--- src/rtl/fetch_unit.sv ---
// rtl/fetch_unit.sv - instruction fetch stage with miss handling and branch redirect
module fetch_unit #(
  parameter logic [31:0] RESET_PC  = 32'h00000000,
  parameter logic [31:0] NOP_INSTR = 32'h00000013
) (
  input  logic        clk,
  input  logic        reset,
  input  logic        stall,
  input  logic        branch_taken,
  input  logic [31:0] branch_target,
  input  logic [31:0] imem_instr,
  input  logic        imem_busywait,
  output logic [31:0] imem_addr,
  output logic        imem_read,
  output logic [31:0] if_id_pc,
  output logic [31:0] if_id_pc4,
  output logic [31:0] if_id_instr,
  output logic        if_id_valid
);

  typedef enum logic [1:0] {BOOT, FETCH, MISS, DRAIN} state_t;

  state_t      state;
  logic [31:0] pc;
  logic [31:0] saved_target;
  logic [31:0] target_aligned;
  logic [31:0] pc_plus4;

  // Word-aligned redirect target and sequential next PC (wraps modulo 2^32)
  assign target_aligned = branch_target & ~32'h00000003;
  assign pc_plus4       = pc + 32'd4;
  assign imem_addr      = {pc[31:2], 2'b00};

  // Fetch FSM: PC, saved redirect target and IF/ID register all update here
  always_ff @(posedge clk or negedge reset) begin
    if (!reset) begin
      state        <= BOOT;
      pc           <= RESET_PC;
      saved_target <= 32'h00000000;
      imem_read    <= 1'b0;
      if_id_pc     <= 32'h00000000;
      if_id_pc4    <= 32'h00000000;
      if_id_instr  <= NOP_INSTR;
      if_id_valid  <= 1'b0;
    end else begin
      // Every state reachable from here issues reads; only reset returns to BOOT
      imem_read <= 1'b1;
      case (state)
        BOOT: begin
          if (branch_taken) pc <= target_aligned;
          state <= FETCH;
        end

        FETCH: begin
          if (branch_taken) begin
            pc          <= target_aligned;
            if_id_instr <= NOP_INSTR;
            if_id_valid <= 1'b0;
          end else if (imem_busywait) begin
            if (!stall) begin
              if_id_instr <= NOP_INSTR;
              if_id_valid <= 1'b0;
            end
            state <= MISS;
          end else if (!stall) begin
            if_id_pc    <= pc;
            if_id_pc4   <= pc_plus4;
            if_id_instr <= imem_instr;
            if_id_valid <= 1'b1;
            pc          <= pc_plus4;
          end
        end

        MISS: begin
          if (branch_taken) begin
            // The outstanding read must complete before the redirect can be issued
            saved_target <= target_aligned;
            if_id_instr  <= NOP_INSTR;
            if_id_valid  <= 1'b0;
            if (imem_busywait) begin
              state <= DRAIN;
            end else begin
              pc    <= target_aligned;
              state <= FETCH;
            end
          end else if (imem_busywait) begin
            if (!stall) begin
              if_id_instr <= NOP_INSTR;
              if_id_valid <= 1'b0;
            end
          end else begin
            // A stalled return is dropped; FETCH re-reads the same PC
            if (!stall) begin
              if_id_pc    <= pc;
              if_id_pc4   <= pc_plus4;
              if_id_instr <= imem_instr;
              if_id_valid <= 1'b1;
              pc          <= pc_plus4;
            end
            state <= FETCH;
          end
        end

        DRAIN: begin
          // The stale word is discarded; the newest redirect wins
          if_id_instr <= NOP_INSTR;
          if_id_valid <= 1'b0;
          if (branch_taken) saved_target <= target_aligned;
          if (!imem_busywait) begin
            pc    <= branch_taken ? target_aligned : saved_target;
            state <= FETCH;
          end
        end

        default: begin
          state <= BOOT;
        end
      endcase
    end
  end

endmodule

--- config.mk ---
export PLATFORM = sky130hd
export DESIGN_NAME = fetch_unit
export DESIGN_NICKNAME = d
export VERILOG_FILES = /design/src/rtl/fetch_unit.sv
export SDC_FILE = /design/constraint.sdc
export NUM_CORES = 1
export LEC_CHECK = 0
export BUFFER_PORTS_ARGS = -buffer_cell sky130_fd_sc_hd__buf_2
export CAP_MARGIN = 25
export CORE_MARGIN = 4
export CORE_UTILIZATION = 30
export DETAILED_ROUTE_END_ITERATION = 10
export GPL_TIMING_DRIVEN = 0
export PLACE_DENSITY = 0.59
export SETUP_SLACK_MARGIN = 0.05
export SYNTH_ARGS = -nofsm -noshare
export SYNTH_HDL_FRONTEND = slang
export SYNTH_SLANG_ARGS = --single-unit
export TNS_END_PERCENT = 100
--- constraint.sdc ---
create_clock -name clk -period 2.2 [get_ports clk]
set_clock_uncertainty 0.2 [all_clocks]
set_input_delay 0.11 -clock clk [delete_from_list [all_inputs] [get_ports clk]]
set_output_delay 0.11 -clock clk [all_outputs]
set_load 0.005 [all_outputs]
==> parameters.txt <==
Parameter                              Value

Clock tree
  Clock transition at path regs ... 0.07 ns
  H-tree levels ... 4
  TritonCTS Buffers ... 17
  Count of clock tree sinks ... ~160
  Buffer depth of the longest clock path ... 2
  Library cell used as clock root buffer ... sky130_fd_sc_hd__clkbuf_16
  Clock tree from TritonCTS ... built
  Clock latency on the worst-skew pair ... 0.43 ns

Final layout
  Final Instance Count excl. Fillers ... about 1500
  Layout-stage area growth over the synthesis result ... 42.2%
  Share of cells above drive strength 1 ... between 30% and 40%
  Multi-input gate area in the final layout ... about 3600 µm²
  Footprint of the flip-flops and latches ... roughly 4100 µm²
  Fin nets ... between 1000 and 1500
  Final core utilization ... between 40% and 50%
  Filler Cells Inserted ... 2561

Synth
  Synthesized netlist cell count ... 792
  Share of synthesized area occupied by flip-flops and latches ... between 50% and 60%
  Largest area contributor in the netlist ... sky130_fd_sc_hd__dfrtp_1
  Fraction of synthesis flops using an asynchronous set or reset pin ... 100%
  Commonest register cell after synthesis ... sky130_fd_sc_hd__dfrtp_1
  Share of the synthesized area in the top cell type ... about half
  Mean instance size in the synthesized netlist ... just over 10 µm²
  Total number of yosys warnings ... 0
  Post-Synthesis Cell Area ... around 8000 µm²
  EDFF count, synth ... 0
  Most area-consuming cells after synthesis ... sky130_fd_sc_hd__dfrtp_1 (50%), sky130_fd_sc_hd__nand2_1 (7.0%), sky130_fd_sc_hd__mux2_2 (4.2%)
  Post-synthesis cell type count ... slightly below 70
  Synthesis-stage register bit count ... 162
  Commonest cells in the netlist ... sky130_fd_sc_hd__dfrtp_1 (159), sky130_fd_sc_hd__nand2_1 (150), sky130_fd_sc_hd__nor2_1 (40)
  Leading cell type by number of instances after synthesis ... sky130_fd_sc_hd__dfrtp_1

Drt
  Drt drc ... 0
  Detailed-route wire length per cell ... roughly 18 µm
  Number of iterations in the first detailed-routing pass ... 5
  Wire length after detailed routing ... between 20000 and 30000 µm
  Number of vias in the routed layout ... 7195
  Iteration-0 DRC Markers ... 520
  Detail-routed via count per cell ... slightly below 5
  Antenna-violating nets left ... 0

Timing
  Slew at the pin with the worst max-slew slack ... 0.650 ns
  Setup slack after layout ... -0.148 ns
  Final setup violation count ... 52
  Number of endpoints with negative hold slack in the final report ... 0
  Fin. max-slew vios ... 0
  Peak Freq ... around 0.43 GHz
  Unrepaired setup endpoints after global routing ... true
  Final cycle utilization of the critical path ... 107%
  Post-route minimum period ... between 2 and 2.5 ns
  Headroom to the max-slew limit ... between 50% and 60%

Min path
  Hold path startpoint ... branch_taken
  Worst min-delay path category ... in2reg
  Worst hold stages ... 5

Setup path
  Crit-path cells ... ha_2 > buf_6 > a21oi_1 > o221a_2 > clkbuf_4 > o21ai_1 > a211o_1
  Data required time of the worst path ... around 2.3 ns
  Critical-path cell with the highest stage delay ... sky130_fd_sc_hd__dfrtp_2
  Critical Path Start Type ... flip-flop
  Kind of end point of the critical path ... flip-flop
  Worst Reg-to-Reg Cells ... 7
  Crit path launch ... state[1]
  Highest cell delay on the worst timing path ... approximately 0.44 ns
  Critical setup path kind ... reg2reg
  Data arrival time of the critical path ... around 2.5 ns
  Number of cells on the critical path ... 7
  Highest fanout seen on the critical path ... 10
  Buf+Inv Stages, Crit Path ... 2
  Startpoint of the worst-slack reg-to-reg timing path ... state[1]
  Family with the most delay on the worst path ... compound AO/OA/AOI/OAI gates

Power
  Maximum VDD drop ... roughly 630 µV
  Leakage ... roughly 5.5 nW
  Power density over cell area ... around 1400 nW/µm²

Die
  Ports ... between 150 and 200
  Effective utilization at floorplan ... between 30% and 40%
  X dimension of the die ... 171 µm
  Placeable Area ... 26100 µm²
  Die footprint ... 29300 µm²
  FP Rows ... 59
  Height of the die ... 171 µm

GRT
  Largest net degree at the start of global routing ... 119
  Global-route wire length before repair ... around 41000 µm
  Number of global-route vias before repair ... about 7200
  Overall routing resource usage ... 18.0%
  Initial antenna violation count ... 3
  Overflow left after global routing ... 0

Placement
  Placed cell count ... ~1300
  Routability Congestion ... between 0.8 and 0.9
  Estimated wirelength of the detail-placed design ... 18900 µm
  Number of buffer cells added on primary ports ... around 190

Job
  Max-cap violations ... 0

Status
  Status ... complete, but fails checks
  Failing checks ... setup timing
## final timing paths
kind	to	slack (ns)
setup / recovery	pc[23]	-0.15
hold / removal	pc[25]	0.17
setup reg to reg	pc[23]	-0.15
hold reg to reg	if_id_pc[26]	0.27
max in group asynchronous	pc[2]	0.32
min in group asynchronous	if_id_pc[20]	0.50
## state kept, by name (all words and copies together) (netlist names)
signal	cells
if_id_valid	1
if_id_pc4	30
if_id_pc	32
if_id_instr	32
saved_target	32
state	2
imem_read	1
pc	32
## timing repair
action                                  in CTS  in global routing
endpoints found under the hold margin      256                  0
pin swaps                                   21                  5
endpoints found under the setup margin     156                151
gates cloned                                 2                  1
hold buffers                                66                  0
buffers inserted                            20                  5
resized for setup                           96                 49
## cell type report
class	count	share of cell area (%)
Inverter	12	0.396
Antenna cell	2	0.0440
Buffer	85	6.41
Timing Repair Buffer	289	17.0
Clock buffer	21	4.05
Tap cell	335	3.69
Sequential cell	162	35.7
Clock inverter	10	0.891
Multi-Input combinational cell	534	31.7
## through the flow
| stage | power, W | setup TNS, ns | hold WS, ns | setup slack, ns | instance area (µm²) |
|---|---|---|---|---|---|
| 3_5_place_dp | 0.0120 | -48.05 | -0.175 | -0.634 | 9470 |
| 2_1_floorplan | 0.00936 | 0 | -0.386 | 0.0243 | 8040 |
| 5_1_grt | 0.0172 | -6.05 | 0.239 | -0.189 | 11400 |
| 4_1_cts | 0.0160 | -1.08 | 0.0557 | -0.105 | 11200 |
| 3_3_place_gp | 0.0119 | -335.93 | 0.121 | -1.83 | 9430 |
| 6_report | 0.0162 | -1.74 | 0.168 | -0.148 | 11400 |
## routing by layer
layer,part of all wire [%],GRT usage (%),up-vias
met1,44,23.5,3463
met5,0.049,0,-
met3,6.9,4.21,44
met4,2.5,7.17,2
met2,47,29.0,291
li1,-,-,3395
## power by group
part	switching, W	leakage, nW	internal [W]
clock network	0.00126	0.267	0.00163
logic	0.00410	3.20	0.00391
registers	0.00107	2.05	0.00422
## logic make-up after synthesis
group,after synthesis,synth area share [%]
XOR/XNOR,28,3.07
buffers and inverters,97,7.10
AND/OR/NAND/NOR,270,16.6
flip-flops,162,50.7
AO/OA/AOI/OAI,195,17.0
multiplexers,32,4.47
other,2,0.0939
adder cells (fa/ha/maj),6,0.939
## worst register-to-register path, stage by stage (launching register included)
cell and delay [ns]:
sky130_fd_sc_hd__dfrtp_2 0.44, sky130_fd_sc_hd__ha_2 0.19, sky130_fd_sc_hd__buf_6 0.14, sky130_fd_sc_hd__a21oi_1 0.29, sky130_fd_sc_hd__o221a_2 0.34, sky130_fd_sc_hd__clkbuf_4 0.26, sky130_fd_sc_hd__o21ai_1 0.09, sky130_fd_sc_hd__a211o_1 0.29
## layout by cell type, fill, tap and decap left out, types with 7 or more instances in the layout
cell type / instances
sky130_fd_sc_hd__a21oi_1: 16
sky130_fd_sc_hd__a22o_1: 38
sky130_fd_sc_hd__a32o_1: 7
sky130_fd_sc_hd__and3_1: 10
sky130_fd_sc_hd__buf_2: 201
sky130_fd_sc_hd__buf_4: 58
sky130_fd_sc_hd__buf_6: 16
sky130_fd_sc_hd__clkbuf_16: 18
sky130_fd_sc_hd__clkbuf_4: 12
sky130_fd_sc_hd__dfrtp_1: 154
sky130_fd_sc_hd__dlygate4sd3_1: 66
sky130_fd_sc_hd__inv_1: 10
sky130_fd_sc_hd__mux2_2: 30
sky130_fd_sc_hd__nand2_1: 150
sky130_fd_sc_hd__nand2b_1: 10
sky130_fd_sc_hd__nand3_1: 8
sky130_fd_sc_hd__nor2_1: 39
sky130_fd_sc_hd__nor3_1: 11
sky130_fd_sc_hd__o21ai_0: 27
sky130_fd_sc_hd__o21ai_1: 36
sky130_fd_sc_hd__xnor2_1: 18
sky130_fd_sc_hd__xor2_1: 10
(Power assumes the default switching activity.)
